### src/rtl/fetch_pkg.sv
// Shared definitions for the instruction fetch unit: FSM states, PC step and
// the default reset address.
package fetch_pkg;

  typedef enum logic {
    S_RUN   = 1'b0,
    S_DRAIN = 1'b1
  } state_t;

  localparam int unsigned PC_INC = 4;
  localparam logic [31:0] DEFAULT_RESET_PC = 32'h0000_0000;

  // Pointer width for a circular buffer of n entries (at least one bit).
  function automatic int unsigned ptr_width(input int unsigned n);
    return (n > 1) ? $clog2(n) : 1;
  endfunction

endpackage

### src/rtl/fetch_fifo.sv
// Instruction queue holding {pc, instr} pairs between fetch and decode.
// Ports:
//   clk, rst_n            clock, synchronous active-low reset
//   push, push_pc/instr   write an entry at the tail
//   pop                   remove the head entry (ignored when empty)
//   flush                 empty the queue; overrides push and pop
//   full, empty, count    occupancy status
//   head_pc, head_instr   contents of the head entry
module fetch_fifo
  import fetch_pkg::*;
#(
  parameter int unsigned WIDTH = 32,
  parameter int unsigned DEPTH = 2
) (
  input  logic                         clk,
  input  logic                         rst_n,
  input  logic                         push,
  input  logic [WIDTH-1:0]             push_pc,
  input  logic [WIDTH-1:0]             push_instr,
  input  logic                         pop,
  input  logic                         flush,
  output logic                         full,
  output logic                         empty,
  output logic [$clog2(DEPTH+1)-1:0]   count,
  output logic [WIDTH-1:0]             head_pc,
  output logic [WIDTH-1:0]             head_instr
);

  localparam int unsigned PW = ptr_width(DEPTH);
  localparam int unsigned CW = $clog2(DEPTH + 1);

  logic [2*WIDTH-1:0] mem [DEPTH];
  logic [PW-1:0]      rd_ptr;
  logic [PW-1:0]      wr_ptr;
  logic               do_push;
  logic               do_pop;

  assign empty   = (count == '0);
  assign full    = (count == CW'(DEPTH));
  assign do_pop  = pop && !empty;
  // A full queue still accepts a push when the head leaves in the same cycle.
  assign do_push = push && (!full || do_pop);

  assign {head_pc, head_instr} = mem[rd_ptr];

  // Pointer and occupancy tracking.
  always_ff @(posedge clk) begin
    if (!rst_n || flush) begin
      rd_ptr <= '0;
      wr_ptr <= '0;
      count  <= '0;
    end else begin
      if (do_push) begin
        wr_ptr <= (wr_ptr == PW'(DEPTH - 1)) ? '0 : wr_ptr + PW'(1);
      end
      if (do_pop) begin
        rd_ptr <= (rd_ptr == PW'(DEPTH - 1)) ? '0 : rd_ptr + PW'(1);
      end
      count <= count + CW'(do_push) - CW'(do_pop);
    end
  end

  // Entry storage; contents only matter once counted as occupied.
  always_ff @(posedge clk) begin
    if (rst_n && !flush && do_push) begin
      mem[wr_ptr] <= {push_pc, push_instr};
    end
  end

endmodule

### src/rtl/fetch_unit.sv
// Instruction fetch unit: issues word-aligned fetches, queues returned
// instructions for decode and handles branch redirects by flushing the queue
// and draining in-flight responses.
// Ports:
//   clk, rst_n                         clock, synchronous active-low reset
//   imem_req_valid/ready, imem_addr    fetch request channel
//   imem_resp_valid, imem_rdata        in-order fetch responses
//   branch_valid, branch_target        redirect from decode/execute
//   dec_valid/ready, dec_instr, dec_pc head of the instruction queue
module fetch_unit
  import fetch_pkg::*;
#(
  parameter int unsigned      WIDTH    = 32,
  parameter int unsigned      DEPTH    = 2,
  parameter logic [WIDTH-1:0] RESET_PC = WIDTH'(DEFAULT_RESET_PC)
) (
  input  logic             clk,
  input  logic             rst_n,
  output logic             imem_req_valid,
  input  logic             imem_req_ready,
  output logic [WIDTH-1:0] imem_addr,
  input  logic             imem_resp_valid,
  input  logic [WIDTH-1:0] imem_rdata,
  input  logic             branch_valid,
  input  logic [WIDTH-1:0] branch_target,
  output logic             dec_valid,
  input  logic             dec_ready,
  output logic [WIDTH-1:0] dec_instr,
  output logic [WIDTH-1:0] dec_pc
);

  localparam int unsigned      CW         = $clog2(DEPTH + 1);
  localparam int unsigned      SW         = CW + 1;
  localparam int unsigned      PW         = ptr_width(DEPTH);
  localparam logic [WIDTH-1:0] ALIGN_MASK = ~WIDTH'(3);

  state_t           state, state_next;
  logic [WIDTH-1:0] pc, pc_next;
  logic [CW-1:0]    outstanding, outstanding_next;
  logic [WIDTH-1:0] addr_rec [DEPTH];
  logic [PW-1:0]    rec_wr, rec_rd;

  logic             in_run, accept, resp_fire;
  logic             fifo_push, fifo_pop, fifo_flush, fifo_full, fifo_empty;
  logic [CW-1:0]    fifo_count;
  logic [WIDTH-1:0] head_pc, head_instr;

  assign in_run = rst_n && (state == S_RUN);

  // Issue only when every in-flight response is guaranteed a queue slot.
  assign imem_req_valid = in_run && !branch_valid && !fifo_full &&
                          (({1'b0, outstanding} + {1'b0, fifo_count}) < SW'(DEPTH));
  assign imem_addr      = pc;
  assign accept         = imem_req_valid && imem_req_ready;
  // Responses with nothing in flight are stale (e.g. from before a reset).
  assign resp_fire      = rst_n && imem_resp_valid && (outstanding != '0);

  assign fifo_flush = in_run && branch_valid;
  assign fifo_push  = in_run && !branch_valid && resp_fire;
  assign fifo_pop   = in_run && !branch_valid && dec_valid && dec_ready;

  assign dec_valid  = rst_n && !fifo_empty;
  assign dec_instr  = dec_valid ? head_instr : '0;
  assign dec_pc     = dec_valid ? head_pc    : '0;

  fetch_fifo #(
    .WIDTH (WIDTH),
    .DEPTH (DEPTH)
  ) u_fifo (
    .clk        (clk),
    .rst_n      (rst_n),
    .push       (fifo_push),
    .push_pc    (addr_rec[rec_rd]),
    .push_instr (imem_rdata),
    .pop        (fifo_pop),
    .flush      (fifo_flush),
    .full       (fifo_full),
    .empty      (fifo_empty),
    .count      (fifo_count),
    .head_pc    (head_pc),
    .head_instr (head_instr)
  );

  // Next-state, PC and outstanding-count logic.
  always_comb begin
    state_next       = state;
    pc_next          = pc;
    outstanding_next = outstanding;

    case ({accept, resp_fire})
      2'b10:   outstanding_next = outstanding + CW'(1);
      2'b01:   outstanding_next = outstanding - CW'(1);
      default: outstanding_next = outstanding;
    endcase

    if (branch_valid) begin
      pc_next = branch_target & ALIGN_MASK;
    end else if (accept) begin
      pc_next = pc + WIDTH'(PC_INC);
    end

    case (state)
      S_RUN: begin
        if (branch_valid && (outstanding_next != '0)) begin
          state_next = S_DRAIN;
        end
      end
      S_DRAIN: begin
        // A fresh redirect keeps draining; otherwise leave once empty.
        if (!branch_valid && (outstanding_next == '0)) begin
          state_next = S_RUN;
        end
      end
      default: state_next = S_RUN;
    endcase
  end

  // State register and address-record pointers.
  always_ff @(posedge clk) begin
    if (!rst_n) begin
      state       <= S_RUN;
      pc          <= RESET_PC & ALIGN_MASK;
      outstanding <= '0;
      rec_wr      <= '0;
      rec_rd      <= '0;
    end else begin
      state       <= state_next;
      pc          <= pc_next;
      outstanding <= outstanding_next;
      if (accept) begin
        rec_wr <= (rec_wr == PW'(DEPTH - 1)) ? '0 : rec_wr + PW'(1);
      end
      if (resp_fire) begin
        rec_rd <= (rec_rd == PW'(DEPTH - 1)) ? '0 : rec_rd + PW'(1);
      end
    end
  end

  // Address of each accepted request, consumed in order by its response.
  always_ff @(posedge clk) begin
    if (accept) begin
      addr_rec[rec_wr] <= pc;
    end
  end

endmodule

### config.mk
export PLATFORM = sky130hd
export DESIGN_NAME = fetch_unit
export DESIGN_NICKNAME = d
export VERILOG_FILES = /design/src/rtl/fetch_pkg.sv /design/src/rtl/fetch_fifo.sv /design/src/rtl/fetch_unit.sv
export SDC_FILE = /design/constraint.sdc
export NUM_CORES = 1
export LEC_CHECK = 0
export CELL_PAD_IN_SITES_DETAIL_PLACEMENT = 0
export CELL_PAD_IN_SITES_GLOBAL_PLACEMENT = 1
export CORE_ASPECT_RATIO = 1.25
export CORE_MARGIN = 1
export CORE_UTILIZATION = 39
export DETAILED_ROUTE_END_ITERATION = 10
export DONT_BUFFER_PORTS = 1
export PLACE_DENSITY = 0.74
export RECOVER_POWER = 50
export SYNTH_ARGS = -nofsm -noshare
export SYNTH_HDL_FRONTEND = slang
export SYNTH_SLANG_ARGS = --single-unit
export TNS_END_PERCENT = 20
### constraint.sdc
create_clock -name clk -period 11.2 [get_ports clk]
set_input_delay 1.68 -clock clk [delete_from_list [all_inputs] [get_ports clk]]
set_output_delay 1.68 -clock clk [all_outputs]
set_load 0.005 [all_outputs]
Word level (Yosys, flattened, before mapping)
Memories as Yosys holds them, arrays and structs flattened. A register that Yosys moved wholly into a read port is not among the register bits.
Index checks and enable logic that the tools add are counted.
- bits in writable memories: 192
- input bits: 70
- output and inout bits: 98
- memories: 2
- word-level logic and storage cells: 78
- register bits after elaboration: 41
- eq/ne operators: 3
- reductions and logical operators: 31
- muxes and demuxes: 20
- add/subtract/negate cells: 10
- bitwise logic cells: 2
- magnitude comparators: 1
- memories (name ; words ; width ; read ports ; clocked after Yosys merged registers in ; write ports ; line ; text):
    u_fifo.mem ; 2 ; 64 ; 1 ; 1 ; 1 ; fetch_fifo.sv:32 ; logic [2*WIDTH-1:0] mem [DEPTH];
    addr_rec ; 2 ; 32 ; 1 ; 1 ; 1 ; fetch_unit.sv:40 ; logic [WIDTH-1:0] addr_rec [DEPTH];
- operator list (operator ; number):
    32-bit 2-to-1 mux ; 4
    32-bit by 3-bit adder with 32-bit output, second input constant ; 1
    1-bit logical AND ; 18
    1-bit 2-to-1 mux ; 14
    2-bit nonzero test ; 3
    1-bit logical NOT ; 5
    1-bit adder, second input constant ; 4
    2-bit == test, second input constant ; 2
    2-bit logical NOT ; 2
    2-bit case mux with 2 select lines ; 1
    2-bit by 2-bit adder with 3-bit output ; 1
    3-bit by 2-bit < comparator with 1-bit output, second input constant ; 1
    2-bit by 1-bit adder with 2-bit output ; 1
    2-bit by 1-bit adder with 2-bit output, second input constant ; 1
    2-bit by 1-bit == test with 1-bit output, second input constant ; 1
    1-bit logical OR ; 2
    1-bit inverter ; 2
    1-bit case mux with 2 select lines ; 1
    2-bit OR reduction ; 1
    2-bit by 1-bit subtractor with 2-bit output ; 1
    2-bit by 1-bit subtractor with 2-bit output, second input constant ; 1

Depth between registers and ports, before layout
- depth in word-level cells: 12
- depth in mapped cells: 11
- depth with buffers taken out: 10

Cells and area by module
Synthesis repeated with hierarchy kept, for this count alone.
- cells, all modules: 671
- area total of the unflattened synthesis: 9605.5 µm²
- by module, submodules not included (module ; cells each ; sequential area each (µm²) ; instances ; area an instance (µm²)):
    fetch_fifo ; 231 ; 3943.8 ; 1 ; 4855.9
    fetch_unit ; 440 ; 2522.4 ; 1 ; 4749.6

Worst setup path after synthesis
No wires, ideal clock.
- path kind: input to register
- start: input port branch_valid
- end: memory u_fifo.mem[0][0] in the netlist's numbering, enable pin
- arrival time: 7954 ps
- stages on the path: 4
- path slack: 2610 ps
- data required time: 10565 ps
- cell sequence: buf_2 nor2_1 nand2_1 nor4_1
- cells in the longest elaborated chain, start to end: 10
- elaborated cells between the ends (all ways): 14
- those cells by class: 2 x mux; 12 x reduce/logical
- ends and longest elaborated chain (item ; line ; text):
    start, declared ; fetch_unit.sv:24 ; input logic branch_valid,
    1-bit logical NOT ; fetch_unit.sv:59, fetch_unit.sv:60 ;
    1-bit logical AND ; fetch_unit.sv:59, fetch_unit.sv:60 ;
    1-bit logical AND (2 in series) ; fetch_unit.sv:60 ; assign fifo_pop = in_run && !branch_valid && dec_valid && dec_ready;
    1-bit logical AND ; fetch_fifo.sv:40 ; assign do_pop = pop && !empty;
    1-bit logical OR ; fetch_fifo.sv:42 ; assign do_push = push && (!full || do_pop);
    1-bit logical AND ; fetch_fifo.sv:42 ;
    1-bit logical AND (*) ; fetch_fifo.sv:65 ; if (rst_n && !flush && do_push) begin
    1-bit 2-to-1 mux (*) ; fetch_fifo.sv:65 ;
    1-bit 2-to-1 mux (implied by the code) (*) ; fetch_fifo.sv:66 ; mem[wr_ptr] <= {push_pc, push_instr};
    end, declared ; fetch_fifo.sv:32 ;
Every way passes the cells marked *; elsewhere a longest branch is shown, timed or not.

Final worst setup path
- start: input port rst_n
- end: output port dec_pc[25]
- cells in the longest elaborated chain, start to end: 2
- ends and longest elaborated chain (item ; line ; text):
    start, declared ; fetch_unit.sv:18 ; input logic rst_n,
    1-bit logical AND ; fetch_unit.sv:62 ; assign dec_valid = rst_n && !fifo_empty;
    32-bit 2-to-1 mux ; fetch_unit.sv:64 ; assign dec_pc = dec_valid ? head_pc : '0;
    end, declared ; fetch_unit.sv:29 ; output logic [WIDTH-1:0] dec_pc
Every way passes these cells.

==> flow_summary.yaml <==
power:
  pwr-share-clk_pct: 43.5
  switchingPower_uw: 349.1
  comb_power_share_pct: 2.9
  p_leak_nw: 3.167
  power.internal_mw: 1.412
  switching_share_pct: 19.82
  max-vdd-ir-drop_mv: 0.1123
  pwr-share-seq_pct: 53.6
  p_per_area_nw_per_um2: 172.4
routing:
  dr.first_iter.drc_count: 303
  drt-total-wl_um: 19100
  antenna_left: 0
  drc: 0
  num_vias: 5196
  dr.pass1.iters: 5
  via_per_inst: 5.413
  wl_per_cell_um: 19.90
place:
  pre_cts_slack_ns: 6.985
  place.gp.congestion: 0.8578
  dp_hpwl_um: 12650
  io_buffers: 0
floorplan:
  dieHeight_um: 173.7
  rows: 62
  die_area_um2: 24210
  coreArea_um2: 23040
  num_io_pins: 168
  start_util_pct: 39.93
  dieWidth_um: 139.4
sta:
  slew_violations: 178
  fin_crit_sh_pct: 52.24
  relSlewSlack_pct: -143.1
  max_freq_mhz: 170.9
  final.setup_skew_ns: 0.008252
  setup_viol: 0
  setup_tns_ns: 0
  layout_min_cycle_time_ns: 5.851
  rsz0062_at_grt: "false"
  fin_ws_ns: 5.349
  hold_viol: 0
  tightest_slew_ns: 3.647
logic_synthesis:
  synth_top_family_by_area: "simple AND/OR/NAND/NOR gates"
  yosysWarnings: 0
  ys_ff_latch: 225
  muxShareOfSynthArea_pct: 10.66
  synth_cells: 651
  yosysSeqAreaShare_pct: 68.98
  synth_area_per_cell_um2: 14.13
  synth_fa_ha_area_share_pct: 0.7616
  ys.flop_type: "edfxtp_1"
  yosysUniqueCellTypes: 61
  syn-cell-area_um2: 9200
  synth-edff-count: 184
  synth_xor_area_share_pct: 1.904
  synthArstFlopShare_pct: 0
  synth-simple-area-share_pct: 10.84
  synth_compound_area_share_pct: 4.529
run_status:
  violations: "max-capacitance violations, max-slew violations"
  outcome: "complete, but fails checks"
critical_path:
  path_max_fanout: 63
  timing.critical_path.buf_inv: 1
  cp-start-kind: "primary input"
  cp_cell_sequence: "o21ai_0 -> clkbuf_1 -> nor2_1"
  cp.arrival_ns: 4.17
  path_delay_family: "buffers and inverters"
  critPathCaptureType: "primary output"
  crit_type: "in2out"
  worstPathRequired_ns: 9.52
  critPathMaxStageDelay_ns: 2.01
  slowest_stage: "clkbuf_1"
cts:
  cts_buffers: 23
  cts_resized: 0
  cts_max_level: 1
  cts_tree: "built"
  cts_hold_buf: 0
  cts.sinks: 225
  postCtsSetupRepairBufs: 0
  cts.clk_slew.worst_paths_ns: 0.06
  ctsLongestPathBuffers: 3
  cts_root_buffer: "clkbuf_16"
  clk_latency_ns: 0.51
grt:
  grt_first_pass_wirelength_um: 29860
  grt_pass1_vias: 5292
  grt_util_all_layers_pct: 15.92
  antenna_found_initial: 2
  grt_overflow: 0
  grt_max_degree: 64
final_layout:
  layout-drive-gt1-share_pct: 9.254
  fin_nets: 729
  fillCellCount: 2043
  area_growth_pct: 11.06
job:
  max_cap_violations: 5
worst_hold_path:
  hp-class: "reg2reg"
[per-stage QoR]
| step | cells | cell area (um2) | hold slack, ns | power (mW) | utilization, % |
|---|---|---|---|---|---|
| finish | 960 | 10220 | 0.5121 | 1.762 | 44.35 |
| floorplan | 654 | 9211 | 0.4725 | 0.9986 | - |
| global route | 960 | 10220 | 0.5539 | 1.825 | 44.35 |
| detailed placement | 917 | 9494 | 0.4911 | 1.015 | 41.21 |
| global placement | 917 | 9494 | 0.4880 | 1.012 | 41.21 |
| CTS | 958 | 10260 | 0.5153 | 1.789 | 44.54 |
[layout make-up]
type	instances	area [um2]	share of cell area, %
antenna	2	5.005	0.04898
clock buffer	28	594.3	5.817
multi-input combinational	385	2643	25.86
tap	288	360.3	3.527
clock inverter	13	172.7	1.690
inverter	10	40.04	0.3919
timing repair buffer	9	52.55	0.5143
sequential	225	6350	62.15
[metal layers]
layer | GRT usage [%] | wire (um)
met5 | 0 | 0
met4 | 5.463 | 403
met3 | 3.729 | 1534
met1 | 18.58 | 7467
met2 | 28.48 | 9698
[registers in the layout (all words and copies together) (netlist names), named ones only]
signal and count:
u_fifo.mem 124, addr_rec 60, imem_addr 30, state 1, u_fifo.wr_ptr 1, outstanding 2
rec_rd 1, u_fifo.count 2, rec_wr 1, u_fifo.rd_ptr 1
[synth_stat cells, drive strengths merged, types with 11 or more instances]
| cell type | n | area share (%) |
|---|---|---|
| mux2i | 62 | 6.7 |
| nor2 | 91 | 3.7 |
| edfxtp | 184 | 60 |
| nand4 | 18 | 1.4 |
| dfxtp | 41 | 8.9 |
| a21oi | 21 | 1.1 |
| o21ai | 23 | 1.3 |
| nand3 | 18 | 1.1 |
| clkbuf | 24 | 1.1 |
| mux2 | 32 | 3.9 |
| xor2 | 11 | 1.0 |
| nand2 | 22 | 0.90 |
[worst min-delay path, cell delays in order (launching register included)]
cell and delay [ns]:
dfxtp_1 0.33, xor2_1 0.08, nor2_1 0.07
[path summary, 6_finish.rpt]
path,startpoint,to,slack [ns],cells past startpoint
worst max-delay path,rst_n,dec_pc[25],5.35,3
worst min-delay path,rec_rd,rec_rd,0.51,2
worst max register to register,u_fifo.count[1],u_fifo.count[1],6.87,10
worst min register to register,rec_rd,rec_rd,0.51,2
[placed cells by master, fill, tap and decap left out, types with 2 or more instances in the layout]
cell type	count
and2_1	3
o211ai_1	3
clkinv_2	5
nor3_1	8
mux2_2	7
or3_1	2
a32oi_1	3
nand2_1	22
mux2i_1	62
nor2b_1	2
o21ai_0	23
diode_2	2
ha_1	4
a21oi_1	21
dfxtp_1	40
nor4_1	5
nand2b_1	2
a221oi_1	2
clkbuf_1	9
clkinvlp_4	2
mux2_1	25
inv_1	9
nor4_2	4
bufinv_16	4
nand4_1	17
nor2_1	90
edfxtp_1	184
and3_1	3
xnor2_1	9
conb_1	4
a31oi_1	8
xor2_1	11
clkbuf_16	23
buf_4	5
nand3_1	17
or2_0	3
[cell families after synthesis]
logic type / after synthesis
compound gates: 70
flops: 225
simple gates: 192
xor+xnor: 20
mux: 94
buf+inv: 44
other cells: 1
fa+ha+maj: 5
[power groups by stage]
stage / logic (mW) / clock network (mW) / registers (mW)
final: 0.0508 / 0.767 / 0.944
after global routing: 0.0569 / 0.822 / 0.946
after CTS: 0.0537 / 0.791 / 0.944
after detailed placement: 0.0532 / 0 / 0.962
after global placement: 0.0513 / 0 / 0.960
after floorplan: 0.0445 / 0 / 0.954
Note: power is estimated with default switching activity, not from simulation.
